$ cat src/rtl/alu_seq_hs.sv
// Registered ALU with valid/ready handshakes on both sides and a full flag set.
// The multiply op runs as an iterative shift-add over WIDTH cycles.
`timescale 1ns/1ps

module alu_seq_hs #(
    parameter int WIDTH  = 32,
    parameter int MUL_EN = 1
) (
    input  logic             clk,
    input  logic             rst,
    input  logic             in_valid,
    output logic             in_ready,
    input  logic [2:0]       ctrl,
    input  logic [WIDTH-1:0] data1,
    input  logic [WIDTH-1:0] data2,
    output logic             out_valid,
    input  logic             out_ready,
    output logic [WIDTH-1:0] out,
    output logic             oCarry,
    output logic             oZero,
    output logic             oNeg,
    output logic             oOvf
);

    localparam int MSB = WIDTH - 1;
    localparam int CW  = $clog2(WIDTH);

    localparam logic [2:0] OP_AND  = 3'b000;
    localparam logic [2:0] OP_OR   = 3'b001;
    localparam logic [2:0] OP_ADD  = 3'b010;
    localparam logic [2:0] OP_SLT  = 3'b011;
    localparam logic [2:0] OP_MUL  = 3'b100;
    localparam logic [2:0] OP_PASS = 3'b101;
    localparam logic [2:0] OP_SUB  = 3'b110;
    localparam logic [2:0] OP_XOR  = 3'b111;

    typedef enum logic [1:0] {
        IDLE = 2'd0,
        MUL  = 2'd1,
        DONE = 2'd2
    } state_t;

    state_t state, state_nxt;

    logic             is_mul;
    logic             mul_last;
    logic [WIDTH-1:0] mcand;
    logic [2*WIDTH-1:0] acc;
    logic [2*WIDTH-1:0] acc_nxt;
    logic [WIDTH:0]   step_sum;
    logic [CW-1:0]    cnt;

    logic [WIDTH:0]   sum_ext;
    logic [WIDTH-1:0] alu_res;
    logic             alu_c;
    logic             alu_v;

    assign is_mul   = (ctrl == OP_MUL) && (MUL_EN != 0);
    assign mul_last = (cnt == CW'(WIDTH - 1));

    // Single-cycle ops, evaluated straight from the handshake inputs on accept.
    // NOTE: every always_comb output gets a default first, so no path can infer a latch.
    always_comb begin
        sum_ext = '0;
        alu_res = '0;
        alu_c   = 1'b0;
        alu_v   = 1'b0;
        case (ctrl)
            OP_ADD: begin
                sum_ext = {1'b0, data1} + {1'b0, data2};
                alu_res = sum_ext[MSB:0];
                alu_c   = sum_ext[WIDTH];
                alu_v   = (data1[MSB] == data2[MSB]) && (alu_res[MSB] != data1[MSB]);
            end
            OP_SUB: begin
                sum_ext = {1'b0, data1} - {1'b0, data2};
                alu_res = sum_ext[MSB:0];
                alu_c   = sum_ext[WIDTH];
                alu_v   = (data1[MSB] != data2[MSB]) && (alu_res[MSB] != data1[MSB]);
            end
            OP_AND:  alu_res = data1 & data2;
            OP_OR:   alu_res = data1 | data2;
            OP_XOR:  alu_res = data1 ^ data2;
            OP_SLT:  alu_res = {{(WIDTH-1){1'b0}}, ($signed(data1) < $signed(data2))};
            OP_PASS: alu_res = data1;
            default: alu_res = '0;
        endcase
    end

    // Shift-add step: the multiplier sits in the low half and is consumed LSB first.
    always_comb begin
        step_sum = {1'b0, acc[2*WIDTH-1:WIDTH]} + (acc[0] ? {1'b0, mcand} : '0);
        acc_nxt  = {step_sum, acc[WIDTH-1:1]};
    end

    // NOTE: sequential state is written with non-blocking assignments only.
    always_ff @(posedge clk) begin
        if (rst) state <= IDLE;
        else     state <= state_nxt;
    end

    always_comb begin
        state_nxt = state;
        in_ready  = 1'b0;
        out_valid = 1'b0;
        case (state)
            IDLE: begin
                in_ready = 1'b1;
                if (in_valid) state_nxt = is_mul ? MUL : DONE;
            end
            MUL: begin
                if (mul_last) state_nxt = DONE;
            end
            DONE: begin
                out_valid = 1'b1;
                if (out_ready) state_nxt = IDLE;
            end
            default: state_nxt = IDLE;
        endcase
    end

    // NOTE: the multiply operands/accumulator are always loaded on accept before use,
    // so they carry no reset.
    always_ff @(posedge clk) begin
        if (state == IDLE && in_valid && is_mul) begin
            mcand <= data1;
            acc   <= {{WIDTH{1'b0}}, data2};
            cnt   <= '0;
        end else if (state == MUL) begin
            acc   <= acc_nxt;
            cnt   <= cnt + 1'b1;
        end
    end

    always_ff @(posedge clk) begin
        if (rst) begin
            out    <= '0;
            oCarry <= 1'b0;
            oZero  <= 1'b0;
            oNeg   <= 1'b0;
            oOvf   <= 1'b0;
        end else if (state == IDLE && in_valid && !is_mul) begin
            out    <= alu_res;
            oCarry <= alu_c;
            oZero  <= (alu_res == '0);
            oNeg   <= alu_res[MSB];
            oOvf   <= alu_v;
        end else if (state == MUL && mul_last) begin
            out    <= acc_nxt[WIDTH-1:0];
            oCarry <= |acc_nxt[2*WIDTH-1:WIDTH];
            oZero  <= (acc_nxt[WIDTH-1:0] == '0);
            oNeg   <= acc_nxt[MSB];
            oOvf   <= 1'b0;
        end
    end

endmodule

$ cat config.mk
export PLATFORM = sky130hd
export DESIGN_NAME = alu_seq_hs
export DESIGN_NICKNAME = d
export VERILOG_FILES = /design/src/rtl/alu_seq_hs.sv
export SDC_FILE = /design/constraint.sdc
export NUM_CORES = 1
export LEC_CHECK = 0
export ABC_CLOCK_PERIOD_IN_PS = 4800
export BUFFER_PORTS_ARGS = -buffer_cell sky130_fd_sc_hd__buf_2
export CAP_MARGIN = 0
export CORE_ASPECT_RATIO = 1.2
export CORE_MARGIN = 2
export CORE_UTILIZATION = 35
export DETAILED_ROUTE_END_ITERATION = 10
export PLACE_DENSITY = 0.5
export SLEW_MARGIN = 20
export SYNTH_ARGS = -nofsm -noshare
export SYNTH_HDL_FRONTEND = slang
export SYNTH_SLANG_ARGS = --single-unit
$ cat constraint.sdc
create_clock -name clk -period 4.8 [get_ports clk]
set_input_delay 0.48 -clock clk [delete_from_list [all_inputs] [get_ports clk]]
set_output_delay 0.48 -clock clk [all_outputs]
set_load 0.01 [all_outputs]
# == Word-level counts from Yosys, hierarchy flattened ==
# Cells that the tools add are included.
# totals
reg_bits,139
wordCells,73
# classes
n_eq_ne,17
n_reduce_logical,15
magnitude_cmp,1
n_mux,23
bitwise,3
addsub,4
# ops
cell,count
one-hot mux 32 bit (7 select lines),1
2-to-1 mux 32 bit,5
adder 32 x 32 -> 33 bit,2
zero test 32 bit,2
subtractor 32 x 32 -> 33 bit,1
bitwise AND 32 bit,1
less-than comparator 32 bit,1
bitwise OR 32 bit,1
OR reduction 32 bit,1
XOR 32 bit,1
equality test 3 bit (second input constant),4
2-to-1 mux 1 bit,10
2-to-1 mux 2 bit,4
equality test 3 x 2 -> 1 bit (second input constant),2
logical AND 1 bit,6
!= test 2 bit (second input constant),3
one-hot mux 2 bit (3 select lines),1
adder 5 x 1 -> 5 bit (second input constant),1
equality test 5 bit (second input constant),1
one-hot mux 1 bit (2 select lines),2
nonzero test 2 bit,2
equality test 3 x 1 -> 1 bit (second input constant),1
zero test 3 bit,1
!= test 1 bit,3
6 further kinds,6

# == Depth between registers and ports, before layout ==
# Gate-level depths: netlist (run 1).
# depth
depth_word,5
ltp_mapped,15

# == Least setup slack after synthesis (run 1) ==
# OpenSTA, ideal clock, no wires.
# synth_timing
path_kind,input to register
startpoint,input port ctrl[1]
endpoint,"register mcand[0], enable pin"
n_path_buf,6
path_slack_ns,0.968
t_arrival_ns,3.423
stages,7
required_time_ns,4.391
cell_sequence,buf_1 -> clkbuf_1 -> clkbuf_1 -> buf_2 -> nor3_1 -> clkbuf_1 -> buf_1
# synth_between
elab_chain_cells,2
# synth_lines
item,line_no,rtl
"start, declared",13,"input logic [2:0] ctrl,"
equality test 3 bit,58,assign is_mul = (ctrl == OP_MUL) && (MUL_EN != 0);
logical AND 1 bit,125,if (state == IDLE && in_valid && is_mul) begin
"end signal, assigned",126,mcand <= data1;
"end, declared",47,logic [WIDTH-1:0] mcand;
# No other way between the ends.
# A chain may end at the register's enable or synchronous reset.

# == Final worst setup path (run 1) ==
# layout_timing
startpoint,register acc[0]
endpoint,register oCarry
# layout_between
elab_chain_cells,5
# layout_lines
item,line_no,rtl
"start, declared",48,logic [2*WIDTH-1:0] acc;
"start signal, assigned",127,"acc <= {{WIDTH{1'b0}}, data2};"
"start signal, assigned",130,acc <= acc_nxt;
2-to-1 mux 32 bit,92,"step_sum = {1'b0, acc[2*WIDTH-1:WIDTH]} + (acc[0] ? {1'b0, mcand} : '0);"
adder 32 x 32 -> 33 bit,92,
OR reduction 32 bit,150,oCarry <= |acc_nxt[2*WIDTH-1:WIDTH];
2-to-1 mux 1 bit,148,end else if (state == MUL && mul_last) begin
2-to-1 mux 1 bit,142,end else if (state == IDLE && in_valid && !is_mul) begin
"end signal, assigned",144,oCarry <= alu_c;
"end signal, assigned",150,
"end, declared",19,"output logic oCarry,"
# No other way between the ends. The select of a mux whose other input is x is not followed.

==> results of run 1 <==
## worst max-delay path, delay by kind of cell, from the launching register on
family,cells,cell delay [ns]
AOI/OAI and AO/OA,3,0.73
DFF,1,0.50
adders and majority gates,1,0.38
and+or+nand+nor,8,1.74
buffers and inverters,3,0.62
xor gates and xnor gates,1,0.20
## layout make-up
| class | instances | area (sq um) | area share, % |
|---|---|---|---|
| sequential | 138 | 3400 | 22.6 |
| clock inverter | 15 | 138 | 0.914 |
| clock buffer | 17 | 425 | 2.83 |
| timing repair buffer | 153 | 903 | 6.00 |
| tap | 480 | 601 | 3.99 |
| antenna | 1 | 2.50 | 0.0166 |
| multi-input combinational | 1333 | 9170 | 60.9 |
| inverter | 110 | 413 | 2.74 |
## cells in the mapped netlist, types with 6 or more instances
| library cell | number |
|---|---|
| a211o_1 | 8 |
| a211oi_1 | 38 |
| a21boi_0 | 6 |
| a21o_1 | 22 |
| a21oi_1 | 132 |
| a221oi_1 | 11 |
| a22o_1 | 9 |
| a311oi_1 | 19 |
| a31oi_1 | 20 |
| and2_1 | 44 |
| and3_1 | 24 |
| buf_1 | 9 |
| buf_2 | 11 |
| clkbuf_1 | 82 |
| dfxtp_1 | 74 |
| edfxtp_1 | 64 |
| ha_1 | 147 |
| inv_1 | 110 |
| mux2_2 | 34 |
| mux2i_1 | 16 |
| nand2_1 | 200 |
| nand2b_1 | 10 |
| nand3_1 | 27 |
| nand4_1 | 23 |
| nor2_1 | 123 |
| nor2b_1 | 16 |
| nor3_1 | 32 |
| nor4_1 | 23 |
| o211ai_1 | 17 |
| o21a_1 | 11 |
| o21ai_0 | 81 |
| o21bai_1 | 16 |
| o22ai_1 | 22 |
| o31ai_1 | 22 |
| o32ai_1 | 6 |
| or2_2 | 10 |
| or3_1 | 9 |
| xnor2_1 | 23 |
| xor2_1 | 14 |
## power groups by stage
stage / Clock, mW / Combinational (mW) / Sequential, mW
floorplan: 0 / 1.21 / 1.48
global placement: 0 / 1.76 / 1.49
detailed placement: 0 / 1.76 / 1.49
CTS: 1.38 / 1.77 / 1.47
global route: 1.41 / 1.96 / 1.49
finish: 1.35 / 1.79 / 1.47
## layout by cell type (no fill, tap or decap), types with 27 or more instances in the layout
master,instances
a211oi_1,38
a21oi_1,132
and2_1,44
buf_2,108
buf_4,43
dfxtp_1,74
edfxtp_1,64
ha_1,147
inv_1,110
mux2_2,34
nand2_1,200
nand3_1,27
nor2_1,122
nor3_1,31
o21ai_0,81
## cells by family (layout without fill, tap and decap cells)
logic type	Yosys count	in the layout	share of synthesized area, %
DFF	138	138	25.5
AOI/OAI and AO/OA	530	530	27.5
muxes	50	50	4.06
buffers and inverters	214	295	6.17
other	0	1	0
and+or+nand+nor	566	566	20.2
xor gates and xnor gates	37	37	2.42
adders and majority gates	150	150	14.2
## final timing paths
path,start,end,slack [ns],cells after the start
worst max-delay path,acc[0],oCarry,0.49,16
worst min-delay path,data1[13],mcand[13],0.24,1
worst max register to register,acc[0],oCarry,0.49,16
worst min register to register,cnt[4],cnt[4],0.46,2
## metrics by stage
| step | instance area [sq um] | setup WS, ns | hold slack [ns] | std cells |
|---|---|---|---|---|
| floorplan | 13400 | 0.968 | 0.432 | 1685 |
| global placement | 14500 | 0.484 | 0.445 | 2214 |
| detailed placement | 14500 | 0.476 | 0.455 | 2214 |
| CTS | 15100 | 0.446 | 0.224 | 2246 |
| global route | 15100 | 0.238 | 0.242 | 2246 |
| finish | 15100 | 0.491 | 0.240 | 2247 |
## routing by layer
layer / global-route usage, % / up-vias
li1: - / 6334
met1: 31.6 / 6422
met2: 47.2 / 459
met3: 4.10 / 113
met4: 14.0 / 2
met5: 0 / -
## state kept, by name (all words and copies together), names as in the netlist
signal / flops
state: 2
cnt: 5
out: 32
oOvf: 1
mcand: 32
oCarry: 1
acc: 64
oZero: 1
==> metrics.csv, run 1 <==
metric;value;unit
grt_pass1_wl;79500;um
cts_buffers;17;
dr_wl_met3;2630;um
io_pins;109;
nFillCells;3900;
insertion_delay;0.48;ns
netlist_area;13400;sq um
synth.top_cell.area_share;14.4;%
critPathMaxFanout;24;
end_kind;flip-flop;
antenna_found_initial;2;
cp_data_required_time;5.14;ns
leakage;6.38;nW
setup_viol;0;
post-route-drc-count;0;
cts_setup_buffers;0;
gp_congestion;0.948;
yosys_register_bits;138;
drt-met1-wl;22000;um
worst_setup_path_start_kind;flip-flop;
ys_types;88;
core;37800;sq um
yosysWarnings;0;
drive_gt1_share;14.3;%
synth-async-reset-ratio;0;%
fmax;0.232;GHz
die_area;39800;sq um
comb_power_share;38.9;%
power_frac_clock;29.2;%
grt_overflow;0;
synth_area_leaders;edfxtp_1, ha_1, dfxtp_1, nand2_1, a21oi_1;
wl_met2;26300;um
cpPeakStageDelay;0.50;ns
seqPwrFrac;31.9;%
synth_fp_nets;1906;
ys.flop_type;dfxtp_1;
p_int;2.77;mW
path_cells;buf_4 -> and2_1 -> ha_1 -> nand2_1 -> nor4_1 -> a221oi_1 -> buf_4 -> a211oi_1 -> nor3_1 -> xnor2_1 -> or3_1 -> nor4b_1 -> buf_4 -> nand4_1 -> o31ai_1 -> nand2_1;
drt-total-wl;53500;um
hold_viol_final;0;
hold_class;primary input to flip-flop;
power.switching;1.84;mW
avgSynthCellArea;7.93;sq um
cp_slowest_cell;edfxtp_1;
maxCapViolations;0;
cts_num_sinks;138;
drt_first_pass_iters;6;
fin_crit;4.31;ns
track_usage;26.9;%
hold_buffers;0;
synthCells;1685;
dp_hpwl;40300;um
synth.yosys.seq_area_share;25.5;%
skew;0.0138;ns
final_nets;1974;
start_util;35.4;%
antenna_left;0;
top_layer_used;met5;
power;4.61;mW
cts_max_level;4;
final.period_utilization;89.8;%
slew_violations;0;
clkTransAtPathRegs;0.07;ns
synth_edf_count;64;
root_buffer;clkbuf_16;
via_count;13330;
rows;78;
cts.path.max_buffers;2;
via_per_inst;5.93;
wire_per_inst;23.8;um
cts-resized-gates;0;
grt_start_max_net_pins;85;
drt_iter0_drc;1080;
crit_arrival;4.65;ns
vdd_drop_max;0.000289;V
cts_tree;done;
yosysTopAreaCell;edfxtp_1;
grt_pass1_vias;13033;
p_per_area;306;nW/um^2
io_buffer_count;108;
switching_share;39.9;%
maxSlewHeadroom;37.0;%
tightest_slew;0.937;ns
utilization;39.9;%
critPathKind;flip-flop to flip-flop;
die-width;182;um
synthToLayoutAreaGrowth;12.6;%
rsz0062_at_grt;no;
die_h;218;um
totalNegativeSetupSlack;0;ns
status;completed;
crit_top_cell;buf_4;
Note: power is estimated with default switching activity, not from simulation.
==> run 2, diff against run 1 <==
--- a/config.mk
+++ b/config.mk
@@ -10,9 +10,11 @@
 export CAP_MARGIN = 0
 export CORE_ASPECT_RATIO = 1.2
 export CORE_MARGIN = 2
-export CORE_UTILIZATION = 35
+export CORE_UTILIZATION = 25
 export DETAILED_ROUTE_END_ITERATION = 10
-export PLACE_DENSITY = 0.5
+export GPL_ROUTABILITY_DRIVEN = 0
+export PLACE_DENSITY = 0.39
+export SETUP_SLACK_MARGIN = 0.5
 export SLEW_MARGIN = 20
 export SYNTH_ARGS = -nofsm -noshare
 export SYNTH_HDL_FRONTEND = slang
==> run 2 against run 1 <==
Against the previous run: via count about the same; critical path type unchanged; register-to-register slack improved by 0.26 ns; sequential power about the same; clock skew increased by 0.0028 ns; sequential share of layout area decreased by 0.45 points; global-route usage decreased by 5.9 points; wire length increased by 9.3%; clock power increased by 6%; core utilization decreased by 11 points; non-clock buffer count increased by 1; die area increased by 39%.
==> metrics.csv, run 2 (synthesized netlist as in run 1, its figures left out) <==
metric;value;unit
rsz0062_at_grt;no;
io_buffer_count;108;
final_nets;1975;
die-width;215;um
path_cells;buf_4 -> and2_1 -> ha_1 -> nand4_1 -> or3_1 -> a211oi_1 -> nor3_1 -> xnor2_1 -> or3_1 -> nor4b_4 -> nand4_1 -> o31ai_1 -> nand2_1;
vdd_drop_max;0.000260;V
clkTransAtPathRegs;0.07;ns
dp_hpwl;44700;um
skew;0.0166;ns
seqPwrFrac;31.1;%
drive_gt1_share;14.4;%
cts.path.max_buffers;2;
hold_class;primary input to flip-flop;
wire_per_inst;23.6;um
antenna_left;0;
insertion_delay;0.47;ns
grt_start_max_net_pins;62;
start_util;25.4;%
grt_pass1_vias;13381;
power.switching;1.90;mW
crit_arrival;4.39;ns
fin_crit;4.05;ns
via_count;13331;
p_per_area;308;nW/um^2
antenna_found_initial;1;
setup_viol;0;
cts_buffers;17;
final.period_utilization;84.3;%
largestRegisters;acc x64, mcand x32, out x32;
cts_max_level;4;
core;52700;sq um
grt_pass1_wl;87200;um
synthToLayoutAreaGrowth;14.9;%
cp_slowest_cell;edfxtp_1;
maxSlewHeadroom;39.4;%
critPathBufInv;1;
power_frac_clock;30.3;%
root_buffer;clkbuf_16;
largest_register_ffs;64;
p_int;2.83;mW
critPathKind;flip-flop to flip-flop;
power;4.73;mW
drt-total-wl;58400;um
final_cell_mix;nand2_1, ha_1, a21oi_1, nor2_1, inv_1;
post-route-drc-count;0;
fin_ws;0.754;ns
end_kind;flip-flop;
worst_setup_path_start_kind;flip-flop;
path_delay_family;simple AND/OR/NAND/NOR gates;
switching_share;40.2;%
fmax;0.247;GHz
tightest_slew;0.909;ns
whs;0.265;ns
largest-register;acc;
rows;92;
drt_first_pass_iters;8;
cts_num_sinks;138;
cp_data_required_time;5.14;ns
via_per_inst;5.39;
maxCapViolations;0;
cpPeakStageDelay;0.55;ns
nFillCells;5785;
leakage;6.40;nW
totalNegativeSetupSlack;0;ns
drt_iter0_drc;1207;
io_pins;109;
cts_tree;done;
track_usage;20.9;%
critPathMaxFanout;19;
cts_setup_buffers;0;
comb_power_share;38.6;%
hold_viol_final;0;
final_common_cell;nand2_1;
grt_overflow;0;
slew_violations;0;
die_h;257;um
status;completed;
dp_slack;0.370;ns
utilization;29.1;%
die_area;55400;sq um
[run 2: cell types whose count changed in the layout (fill, tap and decap cells not counted), sizes merged]
| cell | delta |
|---|---|
| bufinv | +1 |
| inv | -1 |
| buf | +1 |
| clkinvlp | +1 |
| clkinv | -1 |
[run 2: area by class of cell]
class | instances | area [sq um] | area share, %
clock buffer | 17 | 425 | 2.77
clock inverter | 15 | 165 | 1.08
inverter | 110 | 413 | 2.69
tap | 705 | 882 | 5.74
antenna | 1 | 2.50 | 0.0163
timing repair buffer | 154 | 886 | 5.77
multi-input combinational | 1333 | 9180 | 59.8
sequential | 138 | 3400 | 22.2
[run 2: routing by layer]
layer	global-route usage (%)	up-vias	routed length [um]
met4	6.51	0	1570
met2	38.0	431	29600
met1	25.6	6486	25000
met3	2.43	73	2210
met5	0	-	0
li1	-	6341	-
[run 2: final timing paths]
path         startpoint  cells after the start   endpoint  slack (ns)
min reg2reg     acc[58]                      2    acc[58]        0.46
min           data1[29]                      1  mcand[29]        0.26
max              acc[0]                     13     oCarry        0.75
max reg2reg      acc[0]                     13     oCarry        0.75
[run 2: power groups by stage]
stage / sequential, mW / combinational [mW] / clock (mW)
floorplan: 1.48 / 1.21 / 0
global placement: 1.50 / 1.80 / 0
detailed placement: 1.50 / 1.80 / 0
CTS: 1.47 / 1.81 / 1.46
global route: 1.49 / 2.01 / 1.50
finish: 1.47 / 1.83 / 1.43
[run 2: per-stage QoR]
stage / cell area, sq um / std cells
after floorplan: 13400 / 1685
after global placement: 14800 / 2440
after detailed placement: 14800 / 2440
after CTS: 15300 / 2472
after global routing: 15400 / 2472
final: 15400 / 2473
[run 2: repair_timing]
| action | 4_1_cts | 5_1_grt |
|---|---|---|
| gates resized for setup | 1 | 1 |
| setup endpoints to repair | 1 | 1 |
| hold buffers | 0 | 0 |
==> run 3, diff against run 2 <==
--- a/config.mk
+++ b/config.mk
@@ -5,7 +5,7 @@
 export SDC_FILE = /design/constraint.sdc
 export NUM_CORES = 1
 export LEC_CHECK = 0
-export ABC_CLOCK_PERIOD_IN_PS = 4800
+export ABC_CLOCK_PERIOD_IN_PS = 3200
 export BUFFER_PORTS_ARGS = -buffer_cell sky130_fd_sc_hd__buf_2
 export CAP_MARGIN = 0
 export CORE_ASPECT_RATIO = 1.2
@@ -13,7 +13,7 @@
 export CORE_UTILIZATION = 25
 export DETAILED_ROUTE_END_ITERATION = 10
 export GPL_ROUTABILITY_DRIVEN = 0
-export PLACE_DENSITY = 0.39
+export PLACE_DENSITY = 0.4
 export SETUP_SLACK_MARGIN = 0.5
 export SLEW_MARGIN = 20
 export SYNTH_ARGS = -nofsm -noshare
==> constraint.sdc (replaced) <==
create_clock -name clk -period 3.2 [get_ports clk]
set_input_delay 0.32 -clock clk [delete_from_list [all_inputs] [get_ports clk]]
set_output_delay 0.32 -clock clk [all_outputs]
set_load 0.01 [all_outputs]
==> run 3 against run 2 <==
Against the previous run: the flow now finishes with violations (setup timing); final cell count increased by 20%; register-to-register slack lost 1.1 ns; non-clock buffer count rose by 492; global-route usage grew 2.1 points; clock-buffer cell count unchanged; critical path type unchanged; critical endpoint unchanged; largest power group unchanged.
==> metrics.csv, run 3 (synthesized netlist as in run 1, its figures left out) <==
metric;value;unit
status;complete, but fails checks;
violations;setup timing;
final_cell_area;21100;sq um
cts_tree;done;
worst_setup_path_start_kind;flip-flop;
cts_buffers;17;
critPathKind;flip-flop to flip-flop;
hold_buffers;0;
core;52700;sq um
path_delay_family;simple AND/OR/NAND/NOR gates;
grt_overflow;0;
grt_pass1_wl;96700;um
drt_iter0_drc;777;
maxCapViolations;0;
final_cell_mix;buf_4, nand2_1, ha_1, nor2_1, a21oi_1;
maxSlewHeadroom;40.3;%
cts_max_level;4;
final.period_utilization;111;%
via_per_inst;5.13;
skew;0.0130;ns
tightest_slew;0.896;ns
largest-register;acc;
critPathBufInv;4;
utilization;40.0;%
placed_cell_area;18400;sq um
cp_data_required_time;3.56;ns
track_usage;23.0;%
dp_hpwl;50400;um
die-width;215;um
cpPeakStageDelay;0.43;ns
fin_ws;-0.347;ns
grt_start_max_net_pins;46;
drt-total-wl;64000;um
io_pins;109;
p_per_area;420;nW/um^2
seq_area;3400;sq um
drive_gt1_share;43.2;%
crit_arrival;3.91;ns
cp_slowest_cell;edfxtp_1;
fin_crit;3.55;ns
path_cells;buf_12 -> and2_4 -> ha_4 -> nand2_4 -> nor4_4 -> a221oi_2 -> buf_4 -> buf_6 -> a211oi_4 -> nor3_2 -> xnor2_2 -> or3_4 -> nor4b_2 -> buf_4 -> nand4_1 -> o31ai_2 -> nand2_1;
final_common_cell;buf_4;
hold_viol_final;0;
largestRegisters;acc x64, mcand x32, out x32;
rows;92;
slew_violations;0;
root_buffer;clkbuf_16;
insertion_delay;0.47;ns
reg2reg_slack;-0.35;ns
die_area;55400;sq um
grt_pass1_vias;15898;
multi_input_comb_area;10800;sq um
die_h;257;um
final_nets;2467;
vdd_drop_max;0.000411;V
drt_first_pass_iters;5;
via_count;15213;
crit_top_cell;buf_4;
critPathMaxFanout;14;
hold_class;primary input to flip-flop;
leakage;9.12;nW
cts.path.max_buffers;2;
power;8.85;mW
io_buffer_count;108;
cts_num_sinks;138;
whs;0.0514;ns
end_kind;flip-flop;
start_util;25.4;%
antenna_left;0;
wire_per_inst;21.6;um
post-route-drc-count;0;
fmax;0.282;GHz
largest_register_ffs;64;
nFillCells;5534;
synthToLayoutAreaGrowth;57.6;%
setup_viol;10;
clkTransAtPathRegs;0.07;ns
rsz0062_at_grt;yes;
antenna_found_initial;1;
==> run 3: cell count changes in the layout (fill, tap and decap cells not counted), moves of 15 or more <==
cell	change
a21oi_2	+24
buf_2	-18
nor2_1	-15
ha_1	-34
inv_1	-21
ha_4	+32
buf_4	+451
o21ai_0	-22
a21oi_1	-27
buf_6	+46
==> run 3: path summary, 6_finish.rpt <==
check                               from        to  depth (start not counted)
worst max register to register    acc[0]    oCarry                         17
worst min-delay path            data1[0]  mcand[0]                          1
worst max-delay path              acc[0]    oCarry                         17
worst min register to register   acc[59]   acc[59]                          2
==> run 3: report_power, final <==
part           internal (mW)  total, mW  switching, mW
registers               2.07       2.23          0.168
clock network           1.16       2.18           1.01
logic                   2.18       4.44           2.26
==> run 3: worst reg2reg max path, stage by stage, from the launching register on <==
cell and delay (ns):
edfxtp_1 0.43, buf_12 0.17, and2_4 0.14, ha_4 0.30
nand2_4 0.07, nor4_4 0.28, a221oi_2 0.05, buf_4 0.16
buf_6 0.12, a211oi_4 0.26, nor3_2 0.08, xnor2_2 0.17
or3_4 0.39, nor4b_2 0.22, buf_4 0.18, nand4_1 0.10
o31ai_2 0.25, nand2_1 0.07
==> run 3: area by class of cell <==
type / count / area share (%)
sequential: 138 / 16.2
clock inverter: 15 / 0.784
timing repair buffer: 646 / 23.4
tap: 705 / 4.19
clock buffer: 17 / 2.02
antenna: 1 / 0.0119
inverter: 110 / 2.14
multi-input combinational: 1333 / 51.3
==> run 3: repair_timing <==
action / CTS / global route
endpoints found under the setup margin: 41 / 42
gates resized for setup: 233 / 131
setup buffers: 27 / 14
hold endpoints to repair: 0 / 0
gates cloned: 0 / 0
pin swaps: 74 / 52
==> run 3: per-layer routing <==
layer	track usage [%]	up-vias	wire length, um
met5	0	-	13
met4	11.2	2	3180
li1	-	7323	-
met2	40.6	399	31400
met1	27.4	7351	27000
met3	3.29	138	2440
==> run 3: stage by stage <==
step                      setup slack (ns)  TNS (ns)  cells
after floorplan                     -0.185    -0.185   1685
after global placement              -0.931     -7.79   2891
after detailed placement            -0.872     -7.98   2891
after CTS                           -0.330    -0.782   2950
after global routing                -0.528     -2.36   2964
final                               -0.347     -1.06   2965
